===== config.mk =====
export PLATFORM = sky130hd
export DESIGN_NAME = multicycle_control
export DESIGN_NICKNAME = d
export VERILOG_FILES = /design/src/rtl/mc_ctrl_pkg.sv /design/src/rtl/mc_wait_timer.sv /design/src/rtl/multicycle_control.sv
export SDC_FILE = /design/constraint.sdc
export NUM_CORES = 1
export LEC_CHECK = 0
export CORE_MARGIN = 2
export CORE_UTILIZATION = 42
export DETAILED_ROUTE_END_ITERATION = 6
export PLACE_DENSITY = 0.79
export SYNTH_ARGS = -nofsm -noshare
export SYNTH_HDL_FRONTEND = slang
export SYNTH_HIERARCHICAL = 1
export SYNTH_SLANG_ARGS = --single-unit

===== constraint.sdc =====
create_clock -name clk -period 2.3 [get_ports clk]
set_input_delay 0.345 -clock clk [delete_from_list [all_inputs] [get_ports clk]]
set_output_delay 0.345 -clock clk [all_outputs]
set_load 0.01 [all_outputs]

===== src/rtl/mc_ctrl_pkg.sv =====
// mc_ctrl_pkg: state, opcode, ALU and fault encodings shared by the multi-cycle sequencer
package mc_ctrl_pkg;
  typedef enum logic [3:0] {
    IDLE, FETCH, DECODE, MEMADR, MEMRD, MEMWB, MEMWR, EXEC, ALUWB, TRAP
  } state_t;
  localparam logic [2:0] OP_RTYPE = 3'b000;
  localparam logic [2:0] OP_LW = 3'b001;
  localparam logic [2:0] OP_SW = 3'b010;
  localparam logic [1:0] ALU_FUNCT = 2'b00;
  localparam logic [1:0] ALU_ADD = 2'b11;
  localparam logic [1:0] SRCB_REG = 2'b00;
  localparam logic [1:0] SRCB_TWO = 2'b01;
  localparam logic [1:0] SRCB_IMM = 2'b10;
  localparam logic [1:0] F_NONE = 2'b00;
  localparam logic [1:0] F_ILLEGAL = 2'b01;
  localparam logic [1:0] F_TIMEOUT = 2'b10;
  typedef struct packed {
    logic iord;
    logic mem_read;
    logic mem_write;
    logic reg_write;
    logic reg_dst;
    logic mem_to_reg;
    logic src_a;
    logic [1:0] src_b;
    logic [1:0] alu_op;
  } ctl_t;
  function automatic ctl_t decode_ctl(input state_t s);
    ctl_t c;
    c = '0;
    case (s)
      FETCH: begin
        c.mem_read = 1'b1;
        c.src_b = SRCB_TWO;
        c.alu_op = ALU_ADD;
      end
      MEMADR: begin
        c.src_a = 1'b1;
        c.src_b = SRCB_IMM;
        c.alu_op = ALU_ADD;
      end
      MEMRD: begin
        c.mem_read = 1'b1;
        c.iord = 1'b1;
      end
      MEMWB: begin
        c.reg_write = 1'b1;
        c.mem_to_reg = 1'b1;
      end
      MEMWR: begin
        c.mem_write = 1'b1;
        c.iord = 1'b1;
      end
      EXEC: begin
        c.src_a = 1'b1;
        c.src_b = SRCB_REG;
        c.alu_op = ALU_FUNCT;
      end
      ALUWB: begin
        c.reg_write = 1'b1;
        c.reg_dst = 1'b1;
      end
      default: c = '0;
    endcase
    return c;
  endfunction
endpackage


===== src/rtl/mc_wait_timer.sv =====
// mc_wait_timer: saturating memory wait counter with timeout flag (MEM_TIMEOUT=0 disables)
module mc_wait_timer #(
  parameter int MEM_TIMEOUT = 15,
  parameter int CNT_W = 4
) (
  input  logic clk,
  input  logic rst_n,
  input  logic clr,
  input  logic inc,
  output logic timeout
);
  logic [CNT_W-1:0] cnt;
  always_ff @(posedge clk or negedge rst_n)
    if (!rst_n) cnt <= '0;
    else if (clr) cnt <= '0;
    else if (inc && cnt != '1) cnt <= cnt + 1'b1;
  assign timeout = (MEM_TIMEOUT != 0) && (cnt == CNT_W'(MEM_TIMEOUT));
endmodule


===== src/rtl/multicycle_control.sv =====
// multicycle_control: fetch/decode/execute/memory/writeback sequencer for the 16-bit MIPS core.
// Optional performance counters are built when MC_CTRL_PERF_EN is defined.
module multicycle_control
  import mc_ctrl_pkg::*;
#(
  parameter int MEM_TIMEOUT = 15,
  parameter int CNT_W = 4
) (
  input  logic        clk,
  input  logic        rst_n,
  input  logic [2:0]  op,
  input  logic        mem_ready,
  output logic        PCWrite,
  output logic        IRWrite,
  output logic        IorD,
  output logic        MemRead,
  output logic        MemWrite,
  output logic        RegWrite,
  output logic        RegDst,
  output logic        MemToReg,
  output logic        ALUSrcA,
  output logic [1:0]  ALUSrcB,
  output logic [1:0]  ALUOp,
  output logic        fault,
  output logic [1:0]  fault_code,
  output logic [15:0] retired,
  output logic [15:0] stall_cycles
);
  state_t state, nxt;
  ctl_t ctl;
  logic lw_q, mem_state, tmo;
  assign mem_state = state inside {FETCH, MEMRD, MEMWR};
  mc_wait_timer #(.MEM_TIMEOUT(MEM_TIMEOUT), .CNT_W(CNT_W)) u_timer (
    .clk(clk),
    .rst_n(rst_n),
    .clr(!mem_state || mem_ready),
    .inc(mem_state && !mem_ready),
    .timeout(tmo)
  );
  always_comb begin
    nxt = state;
    case (state)
      IDLE: nxt = FETCH;
      FETCH: nxt = mem_ready ? DECODE : tmo ? TRAP : FETCH;
      DECODE: nxt = (op == OP_RTYPE) ? EXEC : (op == OP_LW || op == OP_SW) ? MEMADR : TRAP;
      MEMADR: nxt = lw_q ? MEMRD : MEMWR;
      MEMRD: nxt = mem_ready ? MEMWB : tmo ? TRAP : MEMRD;
      MEMWB: nxt = FETCH;
      MEMWR: nxt = mem_ready ? FETCH : tmo ? TRAP : MEMWR;
      EXEC: nxt = ALUWB;
      ALUWB: nxt = FETCH;
      TRAP: nxt = TRAP;
      default: nxt = IDLE;
    endcase
  end
  // Moore controls are registered from the next state so they never glitch
  always_ff @(posedge clk or negedge rst_n)
    if (!rst_n) begin
      state <= IDLE;
      ctl <= '0;
      lw_q <= 1'b0;
      fault <= 1'b0;
      fault_code <= F_NONE;
    end else begin
      state <= nxt;
      ctl <= decode_ctl(nxt);
      fault <= nxt == TRAP;
      if (state == DECODE) lw_q <= op == OP_LW;
      if (nxt == TRAP && state != TRAP) fault_code <= (state == DECODE) ? F_ILLEGAL : F_TIMEOUT;
    end
  assign IRWrite = state == FETCH && mem_ready;
  assign PCWrite = state == FETCH && mem_ready;
  assign IorD = ctl.iord;
  assign MemRead = ctl.mem_read;
  assign MemWrite = ctl.mem_write;
  assign RegWrite = ctl.reg_write;
  assign RegDst = ctl.reg_dst;
  assign MemToReg = ctl.mem_to_reg;
  assign ALUSrcA = ctl.src_a;
  assign ALUSrcB = ctl.src_b;
  assign ALUOp = ctl.alu_op;
`ifdef MC_CTRL_PERF_EN
  logic [15:0] ret_q, stl_q;
  always_ff @(posedge clk or negedge rst_n)
    if (!rst_n) begin
      ret_q <= '0;
      stl_q <= '0;
    end else begin
      if (state == MEMWB || state == ALUWB || (state == MEMWR && mem_ready)) ret_q <= ret_q + 16'd1;
      if (mem_state && !mem_ready) stl_q <= stl_q + 16'd1;
    end
  assign retired = ret_q;
  assign stall_cycles = stl_q;
`else
  assign retired = '0;
  assign stall_cycles = '0;
`endif
endmodule


======== After elaboration in Yosys (flattened, before gate mapping) ========
Cells that the tools add are included.
word-level totals
  word-level logic and storage cells ...... 75
  flip-flop bits (word level) ............. 23
  bits of input ports ..................... 6
  output and inout bits ................... 48
operators by class
  add/sub/neg operators ................... 1
  reductions and logical operators ........ 17
  mux-type cells .......................... 21
  eq/ne operators ......................... 22
operators by type and width
  cell                                                              number
  4-bit two-way mux                                                 10
  4-bit by 3-bit == test with 1-bit output (second input constant)  8
  4-bit case mux with 8 select lines                                1
  4-bit == test (second input constant)                             5
  4-bit by 2-bit == test with 1-bit output (second input constant)  3
  4-bit by 1-bit == test with 1-bit output (second input constant)  2
  4-bit inequality test (second input constant)                     2
  4-bit case mux with 2 select lines                                1
  2-bit OR reduction                                                4
  1-bit two-way mux                                                 7
  4-bit by 1-bit adder with 4-bit output (second input constant)    1
  1-bit logical AND                                                 4
  4-bit zero test                                                   1
  2-bit two-way mux                                                 2
  3-bit by 1-bit == test with 1-bit output (second input constant)  1
  3-bit by 2-bit == test with 1-bit output (second input constant)  1
  3-bit zero test                                                   1
  3-bit nonzero test                                                1
  3-bit OR reduction                                                1
  1-bit zero test                                                   2
  1-bit logical OR                                                  2
  2-bit nonzero test                                                1

======== Depth between registers and ports, before layout ========
  depth after elaboration ................. 8
  mapped depth ............................ 8
  depth with buffers taken out ............ 8

======== Modules after synthesis ========
Netlist, hierarchy kept.
modules (own cells, without submodules)
  module              sequential area each (um^2)  cells each  instances  area each (um^2)
  multicycle_control  450.4                        106         1          1,076.0
  mc_wait_timer       100.1                        20          1          229.0

======== Least setup slack after synthesis ========
No wires, ideal clock.
  path kind ............................... register to register
  start ................................... reg state[2]
  end ..................................... reg u_timer.cnt[0]
  slack ................................... 0.482 ns
  arrival ................................. 1.692 ns
  clock period less this slack ............ 1.818 ns
  data required time ...................... 2.175 ns
  cell stages (with the launch flop) ...... 6
  cells stage by stage .................... dfrtp_1 buf_6 or3b_4 a211oi_4 nor2b_4 mux2_4
between the ends
  cells in the longest elaborated chain, start to end .. 5
  elaborated cells between the ends (all ways) .. 10
  those cells by class .................... eq/ne: 3; mux: 1; reduce/logical: 6
ends and longest elaborated chain
  what                                                                                                         RTL line                                            text
  start, declared                                                                                              multicycle_control.sv:29                            state_t state, nxt;
  start signal, assigned                                                                                       multicycle_control.sv:65                            state <= nxt;
  4-bit by 1-bit == test with 1-bit output / 4-bit by 3-bit == test with 1-bit output (equally long branches)  multicycle_control.sv:32                            assign mem_state = state inside {FETCH, MEMRD, MEMWR};
  3-bit nonzero test *                                                                                         multicycle_control.sv:32
  1-bit zero test / 1-bit logical AND (equally long branches)                                                  multicycle_control.sv:36, multicycle_control.sv:37
  1-bit logical OR / 1-bit logical AND (equally long branches)                                                 multicycle_control.sv:36, mc_wait_timer.sv:16
  4-bit two-way mux / 2-bit nonzero test (equally long branches)                                               n/a
  end signal, assigned                                                                                         mc_wait_timer.sv:16                                 else if (inc && cnt != '1) cnt <= cnt + 1'b1;
  end, declared                                                                                                mc_wait_timer.sv:12                                 logic [CNT_W-1:0] cnt;
Every way passes the cells marked *; elsewhere a longest branch is shown, timed or not.
A chain may end at the register's enable or synchronous reset.

======== Worst setup path after layout ========
  start ................................... reg state[2]
  end ..................................... out IRWrite
between the ends
  cells in the longest elaborated chain, start to end .. 2
ends and longest elaborated chain
  what                                      RTL line                  text
  4-bit by 1-bit == test with 1-bit output  multicycle_control.sv:71  assign IRWrite = state == FETCH && mem_ready;
  1-bit logical AND                         multicycle_control.sv:71
  end, declared                             multicycle_control.sv:14  output logic IRWrite,
No other way between the ends.

==> impl_metrics.py <==
metrics = {
    "detailed_routing": {
        "drcViolationCount": 0,
        "wl_um": 2140,
        "drt_pass1_iterations": 4,
        "num_vias": 838,
        "drtAntennaViolNets": 0,
        "vias_per_cell": 4.66,
        "drt_iter0_drc": 31,
        "wire_per_inst_um": 11.9,
    },
    "final_layout": {
        "area_growth_pct": 11.1,
        "seqCellArea_um2": 552,
        "drive_gt1_frac": 0.136,
        "diodes": 0,
        "fin_area_mm2": 0.00145,
        "multiInputGateArea_um2": 553,
        "n_fill_cell": 295,
        "fin_nets": 155,
    },
    "global_route": {
        "grt_pass1_wl_um": 3280,
        "grt_overflow": 0,
        "antenna_found_initial": 0,
        "grt_max_degree": 23,
        "grt_use_met3": 0.0216,
        "grt_pass1_vias": 737,
        "met2_usage": 0.202,
        "busiest_layer": "met2",
        "gr-usage-all-layers": 0.124,
        "use_met1": 0.155,
    },
    "flow_run": {
        "cap_violations": 0,
    },
    "power": {
        "irDropWorstVdd_uv": 393,
        "p_leak_nw": 0.706,
        "p_int_mw": 1.03,
        "clkPwrFrac": 0.183,
        "share_comb_of_total_power": 0.440,
        "pwr-share-seq": 0.377,
        "power_density_mw_per_mm2": 1110,
        "swShare": 0.361,
        "power_switching_mw": 0.581,
    },
    "clock_network": {
        "cts_tree": "done",
        "clkTransAtPathRegs_ns": 0.12,
        "clock_latency_ns": 0.31,
        "cts.sinks": 22,
        "ctsResizeCount": 0,
        "post_cts_buffers": 0,
        "cts_buffer_depth": 2,
        "cts_inserted_buffers": 3,
        "clk_root_buffer_cell": "clkbuf_4",
        "ctsHoldBuffers": 0,
        "h-tree-depth": 1,
    },
    "synthesis": {
        "syn_area_mm2": 0.00131,
        "async_flop_share": 1.00,
        "yosysTopAreaCellShare": 0.422,
        "yosys.area.top_type": "dfrtp_1",
        "ys_top_cells_by_area": "dfrtp_1 (42%), buf_4 (20%), inv_1 (2.0%)",
        "synth_most_common_cell": "buf_4",
        "seq_area_frac_synth": 0.422,
        "synth_common_cells": "buf_4 (34), dfrtp_1 (22), inv_1 (7), nor2_1 (7)",
        "synth_ff_type": "dfrtp_1",
        "ys_ff_latch": 22,
        "avgSynthCellArea_um2": 10.4,
        "synth_warnings": 6,
        "synthCells": 126,
        "synth-edff-count": 0,
        "synth_cell_type_count": 39,
    },
    "timing": {
        "timing.final.crit_period_ns": 2.19,
        "final_hold_viol_count": 0,
        "setup_tns_ns": 0,
        "slew_violations": 0,
        "setup_violations": 0,
        "worst_clock_skew_ns": 0.00317,
        "max_freq_mhz": 456,
        "finalCritPeriodShare": 0.953,
        "rsz0062_at_grt": "no",
    },
    "floorplanning": {
        "rows": 20,
        "fp.dieH_um": 59.7,
        "ios": 54,
        "dieArea_mm2": 0.00357,
        "start_util": 0.435,
        "die_w_um": 59.7,
        "core_mm2": 0.00300,
    },
    "setup_path": {
        "crit_cells": 3,
        "crit_path_end_kind": "output port",
        "cp_slowest_cell": "clkdlybuf4s50_1",
        "crit_path_max_fanout": 10,
        "arrival_ns": 1.85,
        "r2r_cells": 4,
        "cp.buffers_inverters": 1,
        "crit_required_ns": 1.96,
        "crit_chain": "nor2_1 -> and4b_1 -> clkdlybuf4s50_1",
        "criticalPathCategory": "flop to output port",
        "max_stage_delay_ns": 0.56,
        "crit_path_start_kind": "flop",
        "cp_top_family": "buffers and inverters",
    },
    "placement": {
        "hpwl_um": 1620,
        "place.port_buffers": 21,
        "gp_congestion": 0.746,
        "placedInstanceArea_mm2": 0.00140,
    },
    "run_status": {
        "outcome": "complete, no violations",
    },
    "hold_path": {
        "min_path_type": "primary input to async pin",
    },
}
routing by layer:
layer / vias to the layer above / wire (µm)
met3: 2 / 159
met1: 400 / 854
li1: 396 / -
met4: 0 / 25
met2: 40 / 1100
met5: - / 0
cells in the final DEF (no fill, tap or decap), types with 2 or more instances in the layout:
cell type and count:
conb_1 32, dfrtp_1 21, clkdlybuf4s50_1 21, nor2_1 7, inv_1 7, nand2_1 5, o21ai_0 5, nor3_1 4
a21oi_1 3, clkbuf_4 3, mux2i_1 2, nor4bb_1 2, and2_1 2, or2b_2 2, nand4_1 2, nor2b_1 2
buf_4 2, nand2b_1 2
path summary, 6_finish.rpt:
| path | startpoint | to | slack (ns) |
|---|---|---|---|
| setup / recovery | state[2] | IRWrite | 0.11 |
| hold / removal | rst_n | fault_code[0] | 0.37 |
| setup reg to reg | state[0] | u_timer/cnt[0] | 0.30 |
| hold reg to reg | fault_code[1] | fault_code[1] | 0.50 |
| max in group asynchronous | rst_n | state[3] | 1.70 |
| min in group clk | fault_code[1] | fault_code[1] | 0.50 |
sequential cells by signal, summed over array words and instances, names as in the netlist:
name,count
ALUOp,1
ALUSrcA,1
ALUSrcB,2
IorD,1
MemRead,1
MemToReg,1
MemWrite,1
RegDst,1
RegWrite,1
fault,1
fault_code,2
lw_q,1
state,4
u_timer/cnt,4
worst register-to-register path, delay by kind of cell, from the launching register on:
kind / cells / cell delay (ns)
multiplexers: 1 / 0.30
AO/OA/AOI/OAI: 1 / 0.35
flip-flops: 1 / 0.55
AND/OR/NAND/NOR: 2 / 0.70
layout make-up:
class                      count  share of cell area
sequential                    22               0.381
timing repair buffer          23               0.155
tap                           33              0.0285
clock inverter                 1              0.0207
multi-input combinational     91               0.381
inverter                       7              0.0181
clock buffer                   3              0.0155
per-stage QoR:
step,hold slack [ns],std cells,power (mW),utilization,setup slack (ns)
floorplan,0.0494,157,1.15,-,0.482
global placement,0.468,176,1.29,0.465,0.298
detailed placement,0.472,176,1.32,0.465,0.210
CTS,0.380,180,1.62,0.483,0.0838
global route,0.393,180,1.72,0.483,0.0212
finish,0.372,180,1.61,0.483,0.108
power groups by stage:
stage	logic (mW)	clock network, mW	registers, mW
after floorplan	0.571	0	0.582
after detailed placement	0.706	0	0.611
after CTS	0.716	0.299	0.602
after global routing	0.784	0.314	0.622
final	0.708	0.294	0.606
after global placement	0.688	0	0.602
cells by family (layout without fill, tap and decap cells):
logic type | after synthesis | count (layout) | synth area share
AOI/OAI and AO/OA | 16 | 16 | 0.0968
adders and majority gates | 1 | 1 | 0.00959
buffers and inverters | 44 | 34 | 0.244
DFF | 22 | 22 | 0.422
muxes | 3 | 3 | 0.0268
other | 1 | 32 | 0.00287
and+or+nand+nor | 39 | 39 | 0.198
No activity file was read; power rests on OpenSTA's default activity.
